===== config.mk =====
export PLATFORM = sky130hd
export DESIGN_NAME = oam_dma_ctrl_flat
export DESIGN_NICKNAME = d
export VERILOG_FILES = /design/src/rtl/oam_dma_if.sv /design/src/rtl/oam_dma_ctrl.sv /design/src/flat_wrapper.sv
export SDC_FILE = /design/constraint.sdc
export NUM_CORES = 1
export LEC_CHECK = 0
export CAP_MARGIN = 5
export CORE_MARGIN = 2
export CORE_UTILIZATION = 37
export CTS_CLUSTER_DIAMETER = 120
export DETAILED_ROUTE_END_ITERATION = 10
export PLACE_DENSITY = 0.82
export SLEW_MARGIN = 20
export SYNTH_ARGS = -nofsm -noshare
export SYNTH_HDL_FRONTEND = slang
export SYNTH_SLANG_ARGS = --single-unit
export TNS_END_PERCENT = 30

===== constraint.sdc =====
create_clock -name clk -period 1.9 [get_ports clk]
set_input_delay 0.19 -clock clk [delete_from_list [all_inputs] [get_ports clk]]
set_output_delay 0.19 -clock clk [all_outputs]
set_load 0.005 [all_outputs]

===== src/rtl/oam_dma_if.sv =====
// CPU-side strobes and DMA/OAM bus lines of the OAM DMA sequencer.
// The slave modport is the sequencer; the master modport is the surrounding system.
interface oam_dma_if;
  logic        mc_en;
  logic [15:0] cpu_a;
  logic [7:0]  cpu_d_in;
  logic        cpu_wr;
  logic        cpu_rd;
  logic [7:0]  d_out;
  logic        d_oe;
  logic        dma_active;
  logic        dma_rd;
  logic [15:0] dma_a;
  logic [7:0]  dma_rdata;
  logic        oam_wr;
  logic [7:0]  oam_a;
  logic [7:0]  oam_wd;
  logic        cpu_bus_block;
  logic        cpu_oam_block;

  modport slave (
    input  mc_en, cpu_a, cpu_d_in, cpu_wr, cpu_rd, dma_rdata,
    output d_out, d_oe, dma_active, dma_rd, dma_a,
    output oam_wr, oam_a, oam_wd, cpu_bus_block, cpu_oam_block
  );

  modport master (
    output mc_en, cpu_a, cpu_d_in, cpu_wr, cpu_rd, dma_rdata,
    input  d_out, d_oe, dma_active, dma_rd, dma_a,
    input  oam_wr, oam_a, oam_wd, cpu_bus_block, cpu_oam_block
  );
endinterface


===== src/rtl/oam_dma_ctrl.sv =====
// OAM DMA sequencer behind FF46: copies LEN bytes from {page,00h} into OAM,
// reading byte k and writing byte k-1 in the same machine cycle.
module oam_dma_ctrl #(
  parameter int LEN         = 160,
  parameter int START_DELAY = 1
) (
  input  logic       clk,
  input  logic       nreset,
  oam_dma_if.slave   bus
);

  localparam int                 DLY_W    = (START_DELAY > 1) ? $clog2(START_DELAY + 1) : 1;
  localparam logic [7:0]         LAST_IDX = 8'(LEN - 1);
  localparam logic [DLY_W-1:0]   DLY_INIT = DLY_W'(START_DELAY);
  localparam logic [DLY_W-1:0]   DLY_ONE  = DLY_W'(1);

  typedef enum logic [1:0] {IDLE, START, XFER, DRAIN} state_t;

  state_t           state;
  logic [7:0]       src_hi;
  logic [7:0]       idx;
  logic [DLY_W-1:0] delay;
  logic             active_r;
  logic             rd_r;
  logic [7:0]       wbuf_p1;
  logic [7:0]       widx_p1;
  logic             vld_p1;
  logic             ff46_wr;

  // Echo RAM pages E0h..FFh alias down onto C0h..DFh.
  function automatic logic [7:0] eff_page(input logic [7:0] hi);
    return (hi >= 8'hE0) ? (hi - 8'h20) : hi;
  endfunction

  assign ff46_wr = bus.mc_en && bus.cpu_wr && (bus.cpu_a == 16'hFF46);

  always_ff @(posedge clk or negedge nreset) begin
    if (!nreset) begin
      state    <= IDLE;
      src_hi   <= 8'h00;
      idx      <= 8'h00;
      delay    <= '0;
      active_r <= 1'b0;
      rd_r     <= 1'b0;
      wbuf_p1  <= 8'h00;
      widx_p1  <= 8'h00;
      vld_p1   <= 1'b0;
    end else if (bus.mc_en) begin
      if (ff46_wr) begin
        // A new page always restarts from byte 0 and drops any buffered byte.
        src_hi   <= bus.cpu_d_in;
        idx      <= 8'h00;
        delay    <= DLY_INIT;
        vld_p1   <= 1'b0;
        active_r <= 1'b1;
        if (START_DELAY == 0) begin
          state <= XFER;
          rd_r  <= 1'b1;
        end else begin
          state <= START;
          rd_r  <= 1'b0;
        end
      end else begin
        case (state)
          IDLE: ;
          START: begin
            delay <= delay - DLY_ONE;
            if (delay == DLY_ONE) begin
              state <= XFER;
              rd_r  <= 1'b1;
            end
          end
          // p0 -> p1: source byte captured for next cycle's OAM write
          XFER: begin
            wbuf_p1 <= bus.dma_rdata;
            widx_p1 <= idx;
            vld_p1  <= 1'b1;
            if (idx == LAST_IDX) begin
              state <= DRAIN;
              rd_r  <= 1'b0;
            end else begin
              idx <= idx + 8'h01;
            end
          end
          DRAIN: begin
            vld_p1   <= 1'b0;
            active_r <= 1'b0;
            state    <= IDLE;
          end
          default: state <= IDLE;
        endcase
      end
    end
  end

  assign bus.d_out         = src_hi;
  assign bus.d_oe          = bus.cpu_rd && (bus.cpu_a == 16'hFF46);
  assign bus.dma_active    = active_r;
  assign bus.dma_rd        = rd_r;
  assign bus.dma_a         = {eff_page(src_hi), idx};
  assign bus.oam_wr        = vld_p1;
  assign bus.oam_a         = widx_p1;
  assign bus.oam_wd        = wbuf_p1;
  assign bus.cpu_bus_block = active_r && (bus.cpu_a[15:8] != 8'hFF);
  assign bus.cpu_oam_block = active_r && (bus.cpu_a[15:8] == 8'hFE);

endmodule

===== src/flat_wrapper.sv =====
// flat-port wrapper written by rule: the top's interface ports become plain ports
module oam_dma_ctrl_flat 
#(
  parameter int LEN         = 160,
  parameter int START_DELAY = 1
)
  (clk, nreset, bus_mc_en, bus_cpu_a, bus_cpu_d_in, bus_cpu_wr, bus_cpu_rd, bus_dma_rdata, bus_d_out, bus_d_oe, bus_dma_active, bus_dma_rd, bus_dma_a, bus_oam_wr, bus_oam_a, bus_oam_wd, bus_cpu_bus_block, bus_cpu_oam_block);
  oam_dma_if bus_i ();
  input  logic clk;
  input  logic nreset;
  input wire logic [$bits(bus_i.mc_en)-1:0] bus_mc_en;
  input wire logic [$bits(bus_i.cpu_a)-1:0] bus_cpu_a;
  input wire logic [$bits(bus_i.cpu_d_in)-1:0] bus_cpu_d_in;
  input wire logic [$bits(bus_i.cpu_wr)-1:0] bus_cpu_wr;
  input wire logic [$bits(bus_i.cpu_rd)-1:0] bus_cpu_rd;
  input wire logic [$bits(bus_i.dma_rdata)-1:0] bus_dma_rdata;
  output wire logic [$bits(bus_i.d_out)-1:0] bus_d_out;
  output wire logic [$bits(bus_i.d_oe)-1:0] bus_d_oe;
  output wire logic [$bits(bus_i.dma_active)-1:0] bus_dma_active;
  output wire logic [$bits(bus_i.dma_rd)-1:0] bus_dma_rd;
  output wire logic [$bits(bus_i.dma_a)-1:0] bus_dma_a;
  output wire logic [$bits(bus_i.oam_wr)-1:0] bus_oam_wr;
  output wire logic [$bits(bus_i.oam_a)-1:0] bus_oam_a;
  output wire logic [$bits(bus_i.oam_wd)-1:0] bus_oam_wd;
  output wire logic [$bits(bus_i.cpu_bus_block)-1:0] bus_cpu_bus_block;
  output wire logic [$bits(bus_i.cpu_oam_block)-1:0] bus_cpu_oam_block;
  assign bus_i.mc_en = bus_mc_en;
  assign bus_i.cpu_a = bus_cpu_a;
  assign bus_i.cpu_d_in = bus_cpu_d_in;
  assign bus_i.cpu_wr = bus_cpu_wr;
  assign bus_i.cpu_rd = bus_cpu_rd;
  assign bus_i.dma_rdata = bus_dma_rdata;
  assign bus_d_out = bus_i.d_out;
  assign bus_d_oe = bus_i.d_oe;
  assign bus_dma_active = bus_i.dma_active;
  assign bus_dma_rd = bus_i.dma_rd;
  assign bus_dma_a = bus_i.dma_a;
  assign bus_oam_wr = bus_i.oam_wr;
  assign bus_oam_a = bus_i.oam_a;
  assign bus_oam_wd = bus_i.oam_wd;
  assign bus_cpu_bus_block = bus_i.cpu_bus_block;
  assign bus_cpu_oam_block = bus_i.cpu_oam_block;
  oam_dma_ctrl #(.LEN(LEN), .START_DELAY(START_DELAY)) u_core (.clk(clk), .nreset(nreset), .bus(bus_i));
endmodule

==> metrics.txt, run 1 <==
busiest layer in global routing=met2; number of input and output port buffers inserted=approximately 80; #FFs+latches synth=38; worst endpoint required time=2.07 ns; global-route congestion overflow total=0; Final GP Congestion=0.7827; peak ir drop on the vdd network=0.4540 mV; largest net degree at the start of global routing=17; Initial DRT Pass Iterations=4; Hold Crit Class=in2async; setup repair after global routing missed its margin=true; Placement Setup Slack=-0.2483 ns; Non-Filler Instances=approximately 320; Row Count=25; Die Footprint=5601 um2; number of nets in the synthesized netlist=200; Post-Place Cells=315; antenna violations before repair=0; sequential cell area fraction in the yosys report=51.21%; Final Max Slew Viols=0; HPWL after detailed placement=3.304 mm; power density over the cells=1199 nW/um2; count of nets left with antenna violations after detail routing=0; number of clock buffers inserted by TritonCTS=5; Register-to-Register Setup Slack=0.18 ns; dominant cell type by area after synthesis=dfrtp_1; Min Clock Period, post-route=between 1.5 and 2 ns; number of remaining DRC errors=0; number of synthesized flops with an enable pin=0; antenna fix cells=0; most frequently used flop master after synthesis=dfrtp_1; Core ar.=around 4800 um2; worst setup path class=in2reg; Unique masters post-synth=37; outcome=finished, final reports clean; endpoint of the worst register-to-register path=u_core.state[0]$_DFFE_PN0P_; Static Leakage=between 1 and 1.5 nW; Die Span X=74.84 um; worst-skew pair later-pin latency=between 0.2 and 0.3 ns; vias after detailed routing=1558; GR met2 Demand/Resource=around 27%; global router's overall resource usage=16.46%; Layout Nets=approximately 300; average wire per cell in the routed design=around 13 um; Iter 0 DRT Violations=58; Avg Synthesized Cell Area=11.75 um2; met1 capacity usage during global routing=between 10% and 20%; pin slew with the least headroom to its limit=0.3898 ns; H-Tree Depth=2; launching element type of the critical path=primary input; setup slack of the critical path after layout=approximately 0.069 ns; die height=74.84 um; Final Hold Viols=0; vias per cell=~4.8; Initial Utilization=38.80%; aggregate routed wire length=4.130 mm; Cell Area, Synth=1857 um2; total negative slack=0 ns; fraction of layout cells with a size suffix above 1=22.18%; count of mapped cells out of synthesis=about 160; Synth top area share=between 50% and 60%; clock transition at the registers of the reported paths=~0.070 ns; Max Cap Viol=0; top achievable clock speed=0.5462 GHz; count of fill cells added during filler insertion=381; number of placed I/O pins=83; nature of the critical path endpoint=register; Yosys warning total=0; arrival time reported for the critical path endpoint=2.00 ns; Setup violations, final=0; Post-synth ARST share=100.0%; Clk Tree Root Cell=clkbuf_8; source of the worst register-to-register timing path=u_core.idx[0]$_DFFE_PN0P_; wire length of the first global-routing pass=between 7 and 8 mm; cell depth of the worst flop-to-flop path=5; leading cell types by total area after synthesis=dfrtp_1, mux2_4, mux2_2, ha_1, nand2_1; buffer levels on the longest clock path=2; post-route clock period utilization=96.36%; met3 Resource Use GR=5.087%; TritonCTS clock tree=yes; post-synthesis to final-layout area growth=61.05%; Critical Path Fanout Max=9; Layout Skew=0.005978 ns; vias in the first global route=1615; worst slew slack as a fraction of its limit=between 70% and 80%; sink count of the clock tree=38
per-layer routing:
layer | vias to the layer above | part of all wire [%] | wire length [um]
met5 | - | 0 | 0
met1 | 735 | 42 | 1750
met3 | 6 | 6.9 | 286
met2 | 63 | 49 | 2040
met4 | 0 | 1.3 | 53
li1 | 754 | - | -
cell usage in the layout, fill, tap and decap left out, types with 2 or more instances in the layout:
master / instances
nand2_1: 11
nor3_1: 3
a31oi_1: 2
and2_1: 2
xnor2_1: 2
mux2_2: 12
o22ai_1: 2
dfrtp_1: 38
nand4_1: 6
clkdlybuf4s50_1: 77
ha_1: 4
nand3_1: 3
dlymetal6s2s_1: 3
nor2_1: 6
and3_1: 3
o21ai_0: 8
buf_4: 19
a21oi_1: 4
xor2_1: 3
mux2_4: 10
clkbuf_8: 6
a21o_1: 2
inv_1: 8
flip-flops by register name, indices dropped and copies added, names as in the netlist:
register and count:
u_core.bus.dma_active 1, u_core.delay 1, u_core.idx 8, u_core.bus.oam_wr 1, u_core.bus.oam_wd 8, u_core.state 2
u_core.bus.d_out 8, u_core.bus.dma_rd 1, u_core.bus.oam_a 8
critical path, stage by stage:
cell and delay (ns):
clkdlybuf4s50_1 0.41, nor4b_2 0.31, nand3_1 0.17, nor4_4 0.34, buf_4 0.23, mux2_2 0.34
timing repair:
action,in CTS,in global routing
hold buffers,1,0
setup endpoints to repair,2,24
gates resized for setup,1,7
setup buffers,0,1
endpoints found under the hold margin,10,0
pin swaps,0,1
worst max path at each step:
stage	start	end	slack (ns)	cells past startpoint
final	bus_cpu_a[5]	u_core.bus.d_out[3]$_DFFE_PN0P_	0.07	6
after global routing	bus_cpu_a[5]	u_core.bus.d_out[0]$_DFFE_PN0P_	-0.01	6
after CTS	bus_cpu_a[14]	bus_cpu_oam_block	-0.19	6
after detailed placement	bus_cpu_a[1]	u_core.bus.d_out[3]$_DFFE_PN0P_	-0.25	5
after global placement	bus_cpu_a[1]	u_core.bus.d_out[2]$_DFFE_PN0P_	-0.21	5
after floorplan	u_core.state[0]$_DFFE_PN0P_	u_core.bus.oam_a[0]$_DFFE_PN0P_	0.1	7
per-stage QoR:
stage	area [um2]	util, %	hold slack [ns]	total power, mW
after global placement	2843	59.40	0.07624	2.879
after floorplan	1857	-	-0.1056	2.031
after CTS	2964	61.93	0.3079	3.618
final	2990	62.48	0.3051	3.586
after detailed placement	2843	59.40	0.08016	2.933
after global routing	2990	62.48	0.3375	3.866
area by class of cell:
class                   instances  area [um2]  share of cell area [%]
well taps                      67       83.83                   2.803
clock inverters                 1       30.03                   1.004
multi-input cells             101       818.3                   27.36
clock buffers                   6       82.58                   2.762
flip-flops and latches         38       950.9                   31.80
repair buffers                103       994.7                   33.26
inverters                       8       30.03                   1.004
report_power, final:
part           switching (mW)  internal (mW)  total, mW
Combinational           0.570           1.06       1.63
Sequential              0.175           1.10       1.28
Clock                   0.257          0.420      0.676
synthesized netlist by cell type, drive strengths merged, types with 2 or more instances:
cell type / number
and3: 4
a21o: 2
xor2: 3
nor2: 7
a21oi: 4
nand3: 3
a211oi: 2
buf: 7
and2: 2
dfrtp: 38
clkbuf: 4
nand4: 6
nand2: 11
xnor2: 2
o21ai: 8
ha: 5
o22ai: 2
a21boi: 2
a31oi: 2
nor3: 3
mux2: 22
inv: 8
kinds of logic after synthesis:
kind of cell             share of synthesized area (%)
buffers and inverters                            5.323
AO/OA/AOI/OAI                                    8.894
AND/OR/NAND/NOR                                  13.48
adder cells (fa/ha/maj)                          3.369
XOR/XNOR                                         2.359
multiplexers                                     15.36
flip-flops                                       51.21
No activity file was read; power rests on OpenSTA's default activity.
==> run 2, diff against run 1 <==
--- a/config.mk
+++ b/config.mk
@@ -7,10 +7,10 @@
 export LEC_CHECK = 0
 export CAP_MARGIN = 5
 export CORE_MARGIN = 2
-export CORE_UTILIZATION = 37
+export CORE_UTILIZATION = 42
 export CTS_CLUSTER_DIAMETER = 120
 export DETAILED_ROUTE_END_ITERATION = 10
-export PLACE_DENSITY = 0.82
+export PLACE_DENSITY = 0.88
 export SLEW_MARGIN = 20
 export SYNTH_ARGS = -nofsm -noshare
 export SYNTH_HDL_FRONTEND = slang
==> constraint.sdc (replaced) <==
create_clock -name clk -period 1.73 [get_ports clk]
set_input_delay 0.173 -clock clk [delete_from_list [all_inputs] [get_ports clk]]
set_output_delay 0.173 -clock clk [all_outputs]
set_load 0.005 [all_outputs]
==> run 2 against run 1 <==
Effect of this change:
- the flow now finishes with violations (setup timing)
- setup slack worse by 0.086 ns
- clock power is 8.3% higher
- first-iteration DRC count is 140% higher
- non-clock buffer count is 14 higher
- die area is 11% lower
- utilization is 11 points higher
- total power is 14% higher
==> metrics.txt, run 2 (synthesis results as in run 1) <==
Static Leakage=1.439 nW; Max Cap Viol=0; Layout Nets=314; Core ar.=4294 um2; wire length of the first global-routing pass=7.872 mm; failing checks=setup timing; global-route congestion overflow total=0; number of placed I/O pins=83; number of input and output port buffers inserted=82; Cell Area, Placed=2900 um2; Row Count=24; vias in the first global route=1715; Register-to-Register Setup Slack=0.08 ns; clock transition at the registers of the reported paths=0.07 ns; count of fill cells added during filler insertion=282; power density over the cells=~1300 nW/um2; vias per cell=5.178; number of clock buffers inserted by TritonCTS=5; top achievable clock speed=0.5725 GHz; busiest layer in global routing=met2; Initial Utilization=43.24%; Final Max Slew Viols=0; worst hold slack across all endpoints=about 0.27 ns; largest net degree at the start of global routing=29; TritonCTS clock tree=yes; Die Footprint=4969 um2; Final GP Congestion=0.8121; Placement Setup Slack=-0.3673 ns; Clk Tree Root Cell=clkbuf_8; total negative slack=-0.1277 ns; number of remaining DRC errors=0; Final Hold Viols=0; nature of the critical path endpoint=register; post-synthesis to final-layout area growth=69.47%; met1 capacity usage during global routing=between 20% and 30%; antenna fix cells=0; setup slack of the critical path after layout=-0.01671 ns; worst slew slack as a fraction of its limit=74.90%; cells along the critical path=clkdlybuf4s50_1, nor4b_4, nand3_2, nor4_4, buf_12, buf_12, mux2_4; pin slew with the least headroom to its limit=~0.38 ns; Iter 0 DRT Violations=140; HPWL after detailed placement=around 3.5 mm; outcome=finished, violations left; sink count of the clock tree=38; die height=just over 70 um; cell type group with the largest total delay on the critical path=buffers and inverters; average wire per cell in the routed design=16.18 um; global router's overall resource usage=20.37%; Layout Skew=0.004726 ns; cell with the most instances on the worst path=buf_12; count of nets left with antenna violations after detail routing=0; met3 Resource Use GR=7.071%; worst endpoint required time=1.91 ns; worst-skew pair later-pin latency=0.29 ns; Critical Path Fanout Max=8; aggregate routed wire length=5.258 mm; GR met2 Demand/Resource=35.22%; most common cell after layout, fill and taps aside=clkdlybuf4s50_1; Min Clock Period, post-route=1.747 ns; H-Tree Depth=2; worst setup path class=in2reg; Setup violations, final=15; CP max-delay cell=clkdlybuf4s50_1; number of buffers and inverters on the critical path=3; fraction of layout cells with a size suffix above 1=28.94%; final design utilization=between 70% and 80%; buffer levels on the longest clock path=2; Hold Crit Class=in2async; maximum single-stage delay on the critical path=0.47 ns; peak ir drop on the vdd network=0.6865 mV; arrival time reported for the critical path endpoint=1.92 ns; Initial DRT Pass Iterations=4; finished layout cell area=3147 um2; most frequent cells in the layout=clkdlybuf4s50_1, dfrtp_1, buf_4, mux2_4, nand2_1; post-route clock period utilization=101.0%; vias after detailed routing=1683; launching element type of the critical path=primary input; Die Span X=70.49 um; antenna violations before repair=0
## run 2: cell count changes in the layout (fill, tap and decap cells not counted), sizes merged
cell | before | now
buf | 21 | 36
dlygate4sd2 | 1 | 6
clkdlybuf4s50 | 77 | 69
nor2 | 7 | 8
dlymetal6s2s | 3 | 4
clkbuf | 6 | 8
## run 2: final timing paths
check / cells after the start / to / from
worst min-delay path: 2 / u_core.bus.d_out[5]$_DFFE_PN0P_ / nreset
min in group clk: 3 / u_core.bus.d_out[7]$_DFFE_PN0P_ / bus_cpu_d_in[7]
worst min register to register: 1 / u_core.bus.oam_wd[7]$_DFFE_PN0P_ / u_core.bus.oam_wd[7]$_DFFE_PN0P_
worst max register to register: 5 / u_core.bus.oam_wd[4]$_DFFE_PN0P_ / u_core.state[0]$_DFFE_PN0P_
worst max-delay path: 7 / u_core.bus.d_out[2]$_DFFE_PN0P_ / bus_cpu_a[5]
max in group asynchronous: 3 / u_core.idx[0]$_DFFE_PN0P_ / nreset
## run 2: where the power goes
part / internal [mW] / leakage, nW / switching (mW)
logic: 1.21 / 0.938 / 0.744
clock network: 0.431 / 0.0524 / 0.301
registers: 1.21 / 0.448 / 0.189
## run 2: per-layer routing
layer | part of all wire (%) | vias to the layer above
li1 | - | 785
met1 | 40 | 821
met2 | 52 | 67
met3 | 6.3 | 10
met4 | 1.3 | 0
met5 | 0 | -
## run 2: layout make-up
class | instances | area (um2) | share of cell area [%]
clock buffers | 7 | 76.32 | 2.425
clock inverters | 1 | 30.03 | 0.9543
well taps | 52 | 65.06 | 2.068
multi-input cells | 102 | 892.1 | 28.35
inverters | 8 | 30.03 | 0.9543
flip-flops and latches | 38 | 950.9 | 30.22
repair buffers | 117 | 1102 | 35.03
## run 2: worst register-to-register path: stages (launching register included)
cell     delay [ns]
dfrtp_1        0.39
inv_1          0.06
ha_1           0.19
nand2_1        0.20
nor2_4         0.31
mux2_2         0.38
## run 2: stage by stage
step / instances / power (mW)
after global placement: 309 / 3.183
after global routing: 325 / 4.318
after CTS: 323 / 4.048
final: 325 / 4.088
after detailed placement: 309 / 3.253
after floorplan: 158 / 2.247
## run 2: timing repair
action | in CTS | in global routing
endpoints found under the setup margin | 25 | 31
pin swaps | 2 | 8
resized for setup | 16 | 21
endpoints found under the hold margin | 10 | 0
cloned | 1 | 0
hold buffers | 1 | 0
setup buffers | 4 | 2
==> run 3, diff against run 2 <==
--- a/config.mk
+++ b/config.mk
@@ -10,7 +10,7 @@
 export CORE_UTILIZATION = 42
 export CTS_CLUSTER_DIAMETER = 120
 export DETAILED_ROUTE_END_ITERATION = 10
-export PLACE_DENSITY = 0.88
+export PLACE_DENSITY = 0.81
 export SLEW_MARGIN = 20
 export SYNTH_ARGS = -nofsm -noshare
 export SYNTH_HDL_FRONTEND = slang
==> run 3 against run 2 <==
Effect of this change:
- the flow now finishes without violations
- largest power group unchanged
- critical path type is now reg2reg
- final cell count up 2.8%
- worst hold slack better by 0.14 ns
- final area up 2.0%
- first-iteration DRC count down 44%
- register-to-register slack worse by 0.07 ns
==> metrics.txt, run 3 (synthesis results as in run 1) <==
outcome=finished, final reports clean; aggregate routed wire length=5.256 mm; cell depth of the worst flop-to-flop path=6; Register-to-Register Setup Slack=0.01 ns; final design utilization=about 75%; Net Switching=1.218 mW; Setup violations, final=0; Min Clock Period, post-route=1.715 ns; wire length of the first global-routing pass=around 8.4 mm; Internal=2.786 mW; Die Span X=70.49 um; worst endpoint required time=1.97 ns; vias per cell=5.069; TritonCTS clock tree=yes; average wire per cell in the routed design=15.74 um; pin slew with the least headroom to its limit=0.3218 ns; Initial Utilization=between 40% and 50%; power density over the cells=1247 nW/um2; Cell Area, Placed=2898 um2; Sw Ratio=30.42%; nature of the critical path endpoint=register; endpoint of the worst register-to-register path=u_core.idx[7]$_DFFE_PN0P_; worst-skew pair later-pin latency=roughly 0.29 ns; vias in the first global route=about 1.8k; antenna violations before repair=0; Initial DRT Pass Iterations=4; worst hold slack across all endpoints=0.4103 ns; Critical Path Fanout Max=4; Layout Nets=between 300 and 400; finished layout cell area=3209 um2; HPWL after detailed placement=3.379 mm; Iter 0 DRT Violations=79; worst slew slack as a fraction of its limit=78.32%; post-synthesis to final-layout area growth=72.84%; Final Max Slew Viols=0; number of clock buffers inserted by TritonCTS=5; vias after detailed routing=1693; largest net degree at the start of global routing=39; Clk Tree Root Cell=clkbuf_8; count of nets left with antenna violations after detail routing=0; power share of the clock group=about 16%; source of the worst register-to-register timing path=u_core.idx[1]$_DFFE_PN0P_; number of input and output port buffers inserted=82; sink count of the clock tree=38; post-route clock period utilization=99.16%; most common cell after layout, fill and taps aside=clkdlybuf4s50_1; peak ir drop on the vdd network=approximately 0.57 mV; fraction of layout cells with a size suffix above 1=30.85%; most frequent cells in the layout=clkdlybuf4s50_1, buf_4, dfrtp_1, dlygate4sd2_1, mux2_2; Die Footprint=4969 um2; clock transition at the registers of the reported paths=roughly 0.080 ns; H-Tree Depth=2; Row Count=24; total design power=4.003 mW; buffer levels on the longest clock path=2; worst setup path class=reg2reg; Core ar.=4294 um2; number of remaining DRC errors=0; setup repair after global routing missed its margin=true; die height=between 70 and 80 um; Max Cap Viol=0; global router's overall resource usage=21.52%; Non-Filler Instances=334; global-route congestion overflow total=0; Hold Crit Class=in2async; Final GP Congestion=0.7959; top achievable clock speed=0.5829 GHz; Layout Skew=0.004643 ns; launching element type of the critical path=register; Post-Place Cells=between 300 and 400; relative contribution of combinational cells to total power=49.0%; antenna fix cells=0; Static Leakage=1.468 nW; Final Hold Viols=0; proportion of power drawn by flip-flops and latches=35.2%; number of placed I/O pins=83; arrival time reported for the critical path endpoint=1.95 ns
[run 3: stage by stage]
stage	setup TNS (ns)	setup WS (ns)
2_1_floorplan	-0.02872	-0.02235
6_report	0	0.01456
5_1_grt	-0.1353	-0.06014
4_1_cts	0	0.01859
3_3_place_gp	-10.50	-0.4038
3_5_place_dp	-12.55	-0.4708
[run 3: layout make-up]
| class | instances | area, um2 |
|---|---|---|
| timing repair buffer | 127 | 1216 |
| fill | 287 | 1085 |
| sequential | 38 | 950.9 |
| multi-input combinational | 101 | 852.1 |
| clock buffer | 6 | 82.58 |
| tap | 52 | 65.06 |
| inverter | 8 | 30.03 |
| clock inverter | 2 | 12.51 |
[run 3: layer usage]
metal | GRT usage (%) | vias to the layer above | share of wire [%]
li1 | - | 803 | -
met1 | 25.09 | 833 | 41
met2 | 38.26 | 47 | 52
met3 | 5.195 | 10 | 4.5
met4 | 7.479 | 0 | 1.9
met5 | 0 | - | 0
[run 3: worst max-delay path by stage]
stage	cells past startpoint	slack, ns	to	from
5_1_grt	6	-0.06	u_core.idx[7]$_DFFE_PN0P_	u_core.idx[1]$_DFFE_PN0P_
2_1_floorplan	7	-0.02	u_core.idx[7]$_DFFE_PN0P_	u_core.idx[0]$_DFFE_PN0P_
4_1_cts	5	0.02	u_core.state[0]$_DFFE_PN0P_	u_core.idx[1]$_DFFE_PN0P_
6_report	6	0.01	u_core.idx[7]$_DFFE_PN0P_	u_core.idx[1]$_DFFE_PN0P_
3_5_place_dp	7	-0.47	u_core.bus.oam_a[6]$_DFFE_PN0P_	bus_cpu_a[15]
3_3_place_gp	7	-0.40	u_core.bus.oam_a[6]$_DFFE_PN0P_	bus_cpu_a[15]
[run 3: repair_timing]
item | CTS | global route
pin swaps | 8 | 11
gates resized for setup | 29 | 9
endpoints found under the hold margin | 38 | 0
setup endpoints to repair | 30 | 23
buffers inserted | 17 | 0
hold buffers | 1 | 0
cloned | 2 | 0
[run 3: power by group through the flow]
stage	combinational [mW]	clock, mW	sequential [mW]
global placement	1.79	0	1.40
CTS	1.94	0.647	1.40
detailed placement	1.84	0	1.41
global route	2.11	0.683	1.45
floorplan	0.784	0	1.46
finish	1.96	0.634	1.41
[run 3: worst max-delay path: stages (launching register included)]
cell and delay (ns):
dfrtp_1 0.40, ha_1 0.22, and3_1 0.24, a211oi_2 0.22, and3_1 0.21, xor2_1 0.21
and2_1 0.15
